`config.mk`:
```
export PLATFORM = sky130hd
export DESIGN_NAME = instr_sequencer
export DESIGN_NICKNAME = d
export VERILOG_FILES = /design/src/rtl/instr_sequencer.sv
export SDC_FILE = /design/constraint.sdc
export NUM_CORES = 1
export LEC_CHECK = 0
export ABC_CLOCK_PERIOD_IN_PS = 1500
export BUFFER_PORTS_ARGS = -buffer_cell sky130_fd_sc_hd__clkbuf_2
export CAP_MARGIN = 20
export CELL_PAD_IN_SITES_DETAIL_PLACEMENT = 1
export CELL_PAD_IN_SITES_GLOBAL_PLACEMENT = 2
export CORE_MARGIN = 2
export CORE_UTILIZATION = 23
export DETAILED_ROUTE_END_ITERATION = 7
export PLACE_DENSITY = 0.73
export SYNTH_ARGS = -nofsm -noshare
export SYNTH_HDL_FRONTEND = slang
export SYNTH_SLANG_ARGS = --single-unit
export TNS_END_PERCENT = 50
```
`constraint.sdc`:
```
create_clock -name clk -period 1.5 [get_ports clk]
set_input_delay 0.075 -clock clk [delete_from_list [all_inputs] [get_ports clk]]
set_output_delay 0.075 -clock clk [all_outputs]
set_load 0.01 [all_outputs]
```
`src/rtl/instr_sequencer.sv`:
```
// instr_sequencer
//   Four-phase (Q1..Q4) instruction sequencer for a PIC16F-style core. Each
//   instruction cycle spans four clocks. The instruction register (IR) and
//   the flush flag load together at the Q4->Q1 edge. Decode is purely
//   combinational from IR, so it stays stable for the whole cycle.
//   Skips and branches are resolved by turning the following cycle into a
//   forced NOP (flush).
//
// Ports
//   clk, rst                  clock, synchronous active-high reset
//   instr_in[13:0]            prefetched program word at PC
//   alu_bit_test_res          bit-test outcome, valid in Q3/Q4
//   alu_zero                  ALU result is zero, valid in Q3/Q4
//   q_phase[1:0]              current phase, 0=Q1 .. 3=Q4
//   alu_op[3:0], alu_d        ALU operation and destination (0=W, 1=f)
//   alu_b_in[2:0]             bit index for bit operations
//   lit_sel, lit[7:0]         literal operand select and value
//   f_addr                    register-file address
//   f_rd_en                   register read strobe (Q2)
//   alu_d_wr_en               result write strobe (Q4)
//   alu_status_wr_en          status update strobe (Q4)
//   pc_inc, pc_load           PC increment / load strobes (Q4)
//   pc_load_addr              branch target from IR
//   pc_from_stack             pc_load takes the top of stack
//   stack_push, stack_pop     call/return stack strobes (Q4)
//   flush_active              current cycle is a forced NOP
module instr_sequencer #(
  parameter int PC_W     = 11,
  parameter int F_ADDR_W = 7
) (
  input  logic                clk,
  input  logic                rst,
  input  logic [13:0]         instr_in,
  input  logic                alu_bit_test_res,
  input  logic                alu_zero,
  output logic [1:0]          q_phase,
  output logic [3:0]          alu_op,
  output logic                alu_d,
  output logic                alu_d_wr_en,
  output logic                alu_status_wr_en,
  output logic [2:0]          alu_b_in,
  output logic                lit_sel,
  output logic [7:0]          lit,
  output logic [F_ADDR_W-1:0] f_addr,
  output logic                f_rd_en,
  output logic                pc_inc,
  output logic                pc_load,
  output logic [PC_W-1:0]     pc_load_addr,
  output logic                pc_from_stack,
  output logic                stack_push,
  output logic                stack_pop,
  output logic                flush_active
);

  localparam logic [3:0] ALU_ADD    = 4'd0;
  localparam logic [3:0] ALU_SUB    = 4'd1;
  localparam logic [3:0] ALU_AND    = 4'd2;
  localparam logic [3:0] ALU_OR     = 4'd3;
  localparam logic [3:0] ALU_XOR    = 4'd4;
  localparam logic [3:0] ALU_COM    = 4'd5;
  localparam logic [3:0] ALU_INC    = 4'd6;
  localparam logic [3:0] ALU_DEC    = 4'd7;
  localparam logic [3:0] ALU_RLF    = 4'd8;
  localparam logic [3:0] ALU_RRF    = 4'd9;
  localparam logic [3:0] ALU_SWAP   = 4'd10;
  localparam logic [3:0] ALU_PASSLF = 4'd11;
  localparam logic [3:0] ALU_PASSW  = 4'd12;
  localparam logic [3:0] ALU_ZERO   = 4'd13;
  localparam logic [3:0] ALU_BC     = 4'd14;
  localparam logic [3:0] ALU_BS     = 4'd15;

  typedef enum logic [1:0] {Q1 = 2'd0, Q2 = 2'd1, Q3 = 2'd2, Q4 = 2'd3} phase_t;

  phase_t      phase, phase_nxt;
  logic [13:0] ir;
  logic        flush;
  logic        next_flush;

  logic [3:0]  dec_op;
  logic        dec_d, dec_lit_sel, dec_rd, dec_wr, dec_st;
  logic        dec_load, dec_from_stack, dec_push, dec_pop;
  logic        dec_branch, dec_skip_z, dec_skip_bit;
  logic        live_q4;

  // State: phase counter, IR and flush flag
  always_ff @(posedge clk) begin
    if (rst) begin
      phase <= Q1;
      ir    <= 14'h0000;
      flush <= 1'b1;
    end else begin
      phase <= phase_nxt;
      if (phase == Q4) begin
        ir    <= instr_in;
        flush <= next_flush;
      end
    end
  end

  // Decode from IR
  always_comb begin
    dec_op         = ALU_PASSW;
    dec_d          = 1'b0;
    dec_lit_sel    = 1'b0;
    dec_rd         = 1'b0;
    dec_wr         = 1'b0;
    dec_st         = 1'b0;
    dec_load       = 1'b0;
    dec_from_stack = 1'b0;
    dec_push       = 1'b0;
    dec_pop        = 1'b0;
    dec_branch     = 1'b0;
    dec_skip_z     = 1'b0;
    dec_skip_bit   = 1'b0;
    case (ir[13:12])
      2'b00: begin
        dec_d = ir[7];
        case (ir[11:8])
          4'h0: begin
            if (ir[7]) begin
              // MOVWF: W to f, flags untouched
              dec_op = ALU_PASSW;
              dec_d  = 1'b1;
              dec_wr = 1'b1;
            end else if (ir[6:0] == 7'h08) begin
              // RETURN
              dec_load       = 1'b1;
              dec_from_stack = 1'b1;
              dec_pop        = 1'b1;
              dec_branch     = 1'b1;
            end
            // NOP, RETFIE, SLEEP, CLRWDT and the rest fall through as NOP
          end
          4'h1: begin dec_op = ALU_ZERO;   dec_wr = 1'b1; dec_st = 1'b1; end
          4'h2: begin dec_op = ALU_SUB;    dec_rd = 1'b1; dec_wr = 1'b1; dec_st = 1'b1; end
          4'h3: begin dec_op = ALU_DEC;    dec_rd = 1'b1; dec_wr = 1'b1; dec_st = 1'b1; end
          4'h4: begin dec_op = ALU_OR;     dec_rd = 1'b1; dec_wr = 1'b1; dec_st = 1'b1; end
          4'h5: begin dec_op = ALU_AND;    dec_rd = 1'b1; dec_wr = 1'b1; dec_st = 1'b1; end
          4'h6: begin dec_op = ALU_XOR;    dec_rd = 1'b1; dec_wr = 1'b1; dec_st = 1'b1; end
          4'h7: begin dec_op = ALU_ADD;    dec_rd = 1'b1; dec_wr = 1'b1; dec_st = 1'b1; end
          4'h8: begin dec_op = ALU_PASSLF; dec_rd = 1'b1; dec_wr = 1'b1; dec_st = 1'b1; end
          4'h9: begin dec_op = ALU_COM;    dec_rd = 1'b1; dec_wr = 1'b1; dec_st = 1'b1; end
          4'hA: begin dec_op = ALU_INC;    dec_rd = 1'b1; dec_wr = 1'b1; dec_st = 1'b1; end
          4'hB: begin dec_op = ALU_DEC;    dec_rd = 1'b1; dec_wr = 1'b1; dec_skip_z = 1'b1; end
          // Rotates keep the status strobe; the ALU restricts the update to C
          4'hC: begin dec_op = ALU_RRF;    dec_rd = 1'b1; dec_wr = 1'b1; dec_st = 1'b1; end
          4'hD: begin dec_op = ALU_RLF;    dec_rd = 1'b1; dec_wr = 1'b1; dec_st = 1'b1; end
          4'hE: begin dec_op = ALU_SWAP;   dec_rd = 1'b1; dec_wr = 1'b1; end
          default: begin dec_op = ALU_INC; dec_rd = 1'b1; dec_wr = 1'b1; dec_skip_z = 1'b1; end
        endcase
      end
      2'b01: begin
        // Bit ops always target f; the tests only read f and decide a skip
        dec_d  = 1'b1;
        dec_rd = 1'b1;
        dec_op = ir[10] ? ALU_BS : ALU_BC;
        if (ir[11]) dec_skip_bit = 1'b1;
        else        dec_wr       = 1'b1;
      end
      2'b10: begin
        dec_load   = 1'b1;
        dec_branch = 1'b1;
        dec_push   = ~ir[11];
      end
      default: begin
        dec_lit_sel = 1'b1;
        dec_wr      = 1'b1;
        case (ir[11:8])
          4'h0, 4'h1, 4'h2, 4'h3: dec_op = ALU_PASSLF;
          4'h4, 4'h5, 4'h6, 4'h7: begin
            dec_op         = ALU_PASSLF;
            dec_load       = 1'b1;
            dec_from_stack = 1'b1;
            dec_pop        = 1'b1;
            dec_branch     = 1'b1;
          end
          4'h8: begin dec_op = ALU_OR;  dec_st = 1'b1; end
          4'h9: begin dec_op = ALU_AND; dec_st = 1'b1; end
          4'hA: begin dec_op = ALU_XOR; dec_st = 1'b1; end
          4'hB: begin dec_lit_sel = 1'b0; dec_wr = 1'b0; end
          4'hC, 4'hD: begin dec_op = ALU_SUB; dec_st = 1'b1; end
          default: begin dec_op = ALU_ADD; dec_st = 1'b1; end
        endcase
      end
    endcase
  end

  // Next phase, strobes and flush resolution
  always_comb begin
    case (phase)
      Q1:      phase_nxt = Q2;
      Q2:      phase_nxt = Q3;
      Q3:      phase_nxt = Q4;
      default: phase_nxt = Q1;
    endcase

    // A flushed cycle cannot request another flush, so skips never chain
    next_flush = ~flush & (dec_branch | (dec_skip_z & alu_zero) |
                           (dec_skip_bit & alu_bit_test_res));

    live_q4          = ~rst & ~flush & (phase == Q4);
    q_phase          = phase;
    flush_active     = flush;
    alu_op           = dec_op;
    alu_d            = dec_d;
    alu_b_in         = ir[9:7];
    lit_sel          = dec_lit_sel;
    lit              = ir[7:0];
    f_addr           = ir[F_ADDR_W-1:0];
    pc_load_addr     = ir[PC_W-1:0];
    f_rd_en          = ~rst & (phase == Q2) & dec_rd;
    alu_d_wr_en      = live_q4 & dec_wr;
    alu_status_wr_en = live_q4 & dec_st;
    pc_load          = live_q4 & dec_load;
    pc_from_stack    = live_q4 & dec_from_stack;
    stack_push       = live_q4 & dec_push;
    stack_pop        = live_q4 & dec_pop;
    pc_inc           = ~rst & (phase == Q4) & ~(live_q4 & dec_load);
  end

endmodule

```
Word level (Yosys, flattened, before mapping)
Index checks and enable logic that the tools add are counted.
{ "word_totals": {"register_bits": 17, "latch_bits": 0, "ram_bits": 0, "rom_bits": 0, "input_bits": 18, "word_cells": 85, "mem_count": 0} }
{ "op_classes": {"add_sub_neg": 0, "multipliers": 0, "n_div": 0, "magnitude_cmp": 0, "eq_ne": 20, "shift": 0, "muxes": 29, "n_bitwise": 20, "n_reduce_logical": 13} }
{ "op_table": {"columns": ["cell", "n"], "rows": [
  ["one-hot mux 4 bit (13 select lines)", 1],
  ["equality test 4 bit, second input constant", 7],
  ["one-hot mux 4 bit (6 select lines)", 1],
  ["two-way mux 1 bit", 19],
  ["equality test 4 x 3 -> 1 bit, second input constant", 4],
  ["AND 1 bit", 14],
  ["OR reduction 14 bit", 1],
  ["one-hot mux 4 bit (3 select lines)", 1],
  ["OR reduction 12 bit", 1],
  ["OR reduction 9 bit", 1],
  ["equality test 4 x 2 -> 1 bit, second input constant", 2],
  ["one-hot mux 1 bit (2 select lines)", 4],
  ["OR reduction 2 bit", 4],
  ["OR reduction 8 bit", 1],
  ["equality test 7 x 4 -> 1 bit, second input constant", 1],
  ["equality test 2 bit, second input constant", 3],
  ["one-hot mux 1 bit (3 select lines)", 2],
  ["one-hot mux 2 bit (3 select lines)", 1],
  ["equality test 2 x 1 -> 1 bit, second input constant", 2],
  ["equality test 4 x 1 -> 1 bit, second input constant", 1],
  ["zero test 2 bit", 2],
  ["zero test 4 bit", 1],
  ["NOT 1 bit", 4],
  ["OR reduction 4 bit", 1],
  ["2 further kinds", 3]
]} }

Depth between registers and ports, before layout
{ "depth": {"word_depth": 8, "mapped_depth": 7, "ltp_nobuf": 6} }

Worst setup path before layout
OpenSTA, ideal clock, no wires.
{ "synth_path": {"path_type": "flip-flop to output port", "from": "register phase[0], in the netlist q_phase[0]", "to": "output port stack_pop", "arrival_time_ps": 1571, "required_ps": 1425, "path_slack_ps": -146, "path_stages_with_launch": 7, "path_buffers": 2, "cell_sequence": "dfxtp_1 > ha_1 > buf_4 > nor3b_2 > a21bo_2 > nor2_1 > buf_4"} }
{ "synth_via": {"elab_chain_cells": 3} }
{ "synth_rtl": {"columns": ["item", "line_no", "text"], "rows": [
  ["start: declaration", "74", "phase_t phase, phase_nxt;"],
  ["start signal: assignment", "92", "phase <= phase_nxt;"],
  ["equality test 2 bit", "201", "live_q4 = ~rst & ~flush & (phase == Q4);"],
  ["AND 1 bit", "201", null],
  ["AND 1 bit", null, null],
  ["end: declaration", "51", "output logic stack_pop,"]
]} }
No other way between the ends.

Final worst setup path
{ "layout_path": {"from": "register ir[12]", "to": "output port pc_inc"} }
{ "layout_via": {"elab_chain_cells": 5} }
{ "layout_rtl": {"columns": ["item", "line_no", "text"], "rows": [
  ["start: declaration", "75", "logic [13:0] ir;"],
  ["start signal: assignment", "94", "ir <= instr_in;"],
  ["equality test 2 bit, or another cell as far along", "115", "case (ir[13:12])"],
  ["one-hot mux 1 bit (3 select lines) (*)", "115", null],
  ["AND 1 bit (*)", "218", "pc_inc = ~rst & (phase == Q4) & ~(live_q4 & dec_load);"],
  ["NOT 1 bit (*)", "218", null],
  ["AND 1 bit (*)", "218", null],
  ["end: declaration", "46", "output logic pc_inc,"]
]} }
Mark *: on every way between the ends. The rest lies on a longest branch, timed or not.

==> flow_summary_export.csv <==
group,metric,value,unit
detailed_routing,drc,0,
yosys,yosysSeqAreaShare,24.46,%
place,gp_congestion,0.8297,
cts,clkLatencyLatePin,250,ps
worst_setup_path,r2r_cells,8,
yosys,netlist_instances,171,
timing,clock_skew,1.972,ps
cells_and_area,diodes,0,
cts,cts.clk_slew.worst_paths,70,ps
worst_setup_path,cp.arrival,1660,ps
timing,finalSetupTns,-1585,ps
worst_hold_path,hp-start,"instr_in[13]",
global_routing,grt_pass1_wl,6.168,mm
worst_setup_path,cp_data_required_time,1420,ps
worst_setup_path,reg2reg_from,"ir[12]",
pwr,p_leak,0.8775,nW
floorplan,core-area,5886,µm²
global_routing,antenna_found_initial,0,
yosys,synth_nets,197,
yosys,synth.distinct_cells,39,
timing,period_minus_slack,1737,ps
cts,cts_root_buf,"clkbuf_8",
worst_setup_path,cp-end-kind,"primary output",
yosys,ys_top_cells_by_area,"dfxtp_1 (24%), buf_4 (17%), mux2i_1 (10%)",
detailed_routing,routed_wirelength,4.076,mm
timing,fin_ws,-237.5,ps
worst_hold_path,whs_path_depth,3,
cts,cts.sinks,17,
detailed_routing,wl_per_cell,13.54,µm
worst_setup_path,cpPeakStageDelay,380,ps
pwr,p_per_area,884.9,nW/µm²
timing,hold_violations,0,
worst_hold_path,hp-class,"primary input to flop",
place,placed_cells,288,
worst_setup_path,r2r_slack,-100,ps
yosys,synth_area,1391,µm²
floorplan,io_pins,64,
global_routing,grt_use_total,12.01,%
timing,fmax,575.5,MHz
detailed_routing,drtIter0Drc,25,
cts,ctsHoldBuffers,0,
yosys,synth.avg_cell_area,8.136,µm²
yosys,synth_top_area_share,24.46,%
pwr,vdd_drop_max,385.5,µV
worst_setup_path,cp_max_fo,4,
cells_and_area,drive_above_1_share,53.98,%
timing,setup_viol,14,
detailed_routing,drtAntennaViolNets,0,
run_status,violations,"setup timing",
timing,period_share,115.8,%
floorplan,start_util,23.64,%
global_routing,grt_overflow_total,0,
yosys,synth_top_area_cell,"dfxtp_1",
worst_setup_path,r2r_end,"flush_active",
timing,slew_viol_final,0,
floorplan,die_x,81.78,µm
cells_and_area,instances_no_fill,301,
yosys,ys_warn_count,0,
floorplan,chipHeight,81.78,µm
cts,clock_path_buffers,2,
worst_setup_path,path_class,"flop to primary output",
run,drv_cap,0,
cells_and_area,n_fill_cell,745,
timing,relSlewSlack,79.08,%
place,dp_hpwl,3.089,mm
cells_and_area,area_growth,36.33,%
cts,htree_levels,1,
worst_setup_path,slowest_stage,"dfxtp_4",
timing,rsz0062_at_grt,"true",
floorplan,die-area,6687,µm²
place,placement.io_buffers,63,
detailed_routing,dr.pass1.iters,4,
place,place_ws,27.98,ps
detailed_routing,vias,1346,
cells_and_area,fin_nets,253,
worst_hold_path,hold_path_end,"ir[13]",
worst_setup_path,path_delay_family,"flip-flops",
floorplan,rows,28,
yosys,ys_seq_elements,17,
global_routing,grt_pass1_vias,1262,
worst_setup_path,worst_setup_path_start_kind,"flop",
timing,worst_pin_slew,313.8,ps
worst_setup_path,crit_chain,"inv_4, ha_4, and4bb_1, a41oi_2, a21oi_4, nor3b_2, buf_2",
global_routing,grt_max_degree,20,
cts,cts_tree,"built",
worst_setup_path,cp_num_buf_inv,2,
detailed_routing,viasPerCell,4.472,
cts,cts_buffers,3,
run_status,status,"complete, but fails checks",
[cells in the mapped netlist, drive strengths merged]
master,n
a32oi,1
and4bb,1
nor4,1
o22ai,2
o21ai,8
nand2b,5
a2bb2oi,2
a21oi,8
a41oi,1
o21a,2
a31oi,1
a21bo,1
a211oi,1
a22o,1
mux2i,14
a21o,1
nand4,1
nor3b,4
o31ai,1
a21boi,1
dfxtp,17
nor2,24
clkbuf,2
or3,3
inv,8
o221ai,1
buf,39
o2111ai,1
nand2,4
nor3,3
nor2b,4
ha,8
[cells by family (layout without fill, tap and decap cells)]
family	count (synthesis)	count (layout)	share of synthesized area (%)
and+or+nand+nor	50	50	19.06
buffers and inverters	49	104	22.30
AOI/OAI and AO/OA	33	33	16.91
DFF	17	17	24.46
muxes	14	14	10.07
adders and majority gates	8	8	7.195
[power by group]
part / switching [W] / internal (W) / leakage, nW
combinational: 0.000376 / 0.000370 / 0.708
sequential: 0.0000703 / 0.000510 / 0.144
clock: 0.000167 / 0.000184 / 0.0255
[timing repair]
item / in CTS / in global routing
gates cloned: 0 / 0
setup endpoints to repair: 13 / 14
setup buffers: 6 / 3
pin swaps: 2 / 4
gates resized for setup: 17 / 17
[worst min-delay path, stage by stage]
cell and delay, ps:
clkbuf_2 80, mux2i_1 50, nor2_1 70
[layout make-up]
type,count,area [µm²],area share [%]
multi-input cells,105,810.8,42.74
repair buffers,92,543.0,28.63
flip-flops and latches,17,367.9,19.39
well taps,75,93.84,4.947
clock buffers,3,41.29,2.177
inverters,8,35.03,1.847
clock inverters,1,5.005,0.2639
[registers in the layout, summed over array words and instances, names as in the netlist]
register and count:
ir 14, q_phase 2, flush_active 1
[routing by layer]
layer  wire length, µm  global-route usage (%)  up-vias
met4                12                   2.000        0
li1                  -                       -      662
met1              1857                   15.76      631
met3               322                   3.407        4
met2              1883                   19.84       49
met5                 0                       0        -
[stage by stage]
stage          area, µm²  hold slack (ps)  power [W]  util [%]
2_1_floorplan       1424            222.1   0.001083         -
5_1_grt             1897            50.70   0.001820     32.23
6_report            1897            55.04   0.001679     32.23
4_1_cts             1831            46.18   0.001685     31.10
3_3_place_gp        1697            310.6   0.001271     28.83
3_5_place_dp        1697            320.8   0.001284     28.83
[worst max-delay path by stage]
stage / from / to / slack, ps / cells past startpoint
global placement: ir[6] / flush_active / 30 / 6
CTS: ir[13] / pc_inc / -250 / 7
global route: ir[12] / pc_inc / -320 / 7
detailed placement: ir[6] / pc_from_stack / 30 / 6
finish: ir[12] / pc_inc / -240 / 7
floorplan: ir[13] / pc_inc / -10 / 7
[placed cells by master (no fill, tap or decap), types with 2 or more instances in the layout]
cell | Yosys | layout
a21oi_1 | 7 | 7
nand2b_1 | 5 | 5
ha_1 | 8 | 6
buf_6 | 0 | 2
inv_4 | 0 | 2
clkbuf_8 | 0 | 3
nor3b_1 | 2 | 2
or3_4 | 1 | 2
buf_4 | 31 | 28
mux2i_1 | 14 | 14
buf_2 | 7 | 5
nor2_1 | 24 | 22
clkbuf_2 | 1 | 57
a2bb2oi_1 | 2 | 2
o21ai_1 | 0 | 2
dfxtp_1 | 17 | 9
o22ai_1 | 2 | 2
inv_1 | 8 | 5
nand2_1 | 4 | 4
o21ai_0 | 7 | 5
o21a_1 | 2 | 2
nor3_1 | 3 | 2
dfxtp_4 | 0 | 7
nor2b_1 | 4 | 4
Power figures use the tool's default switching activity.
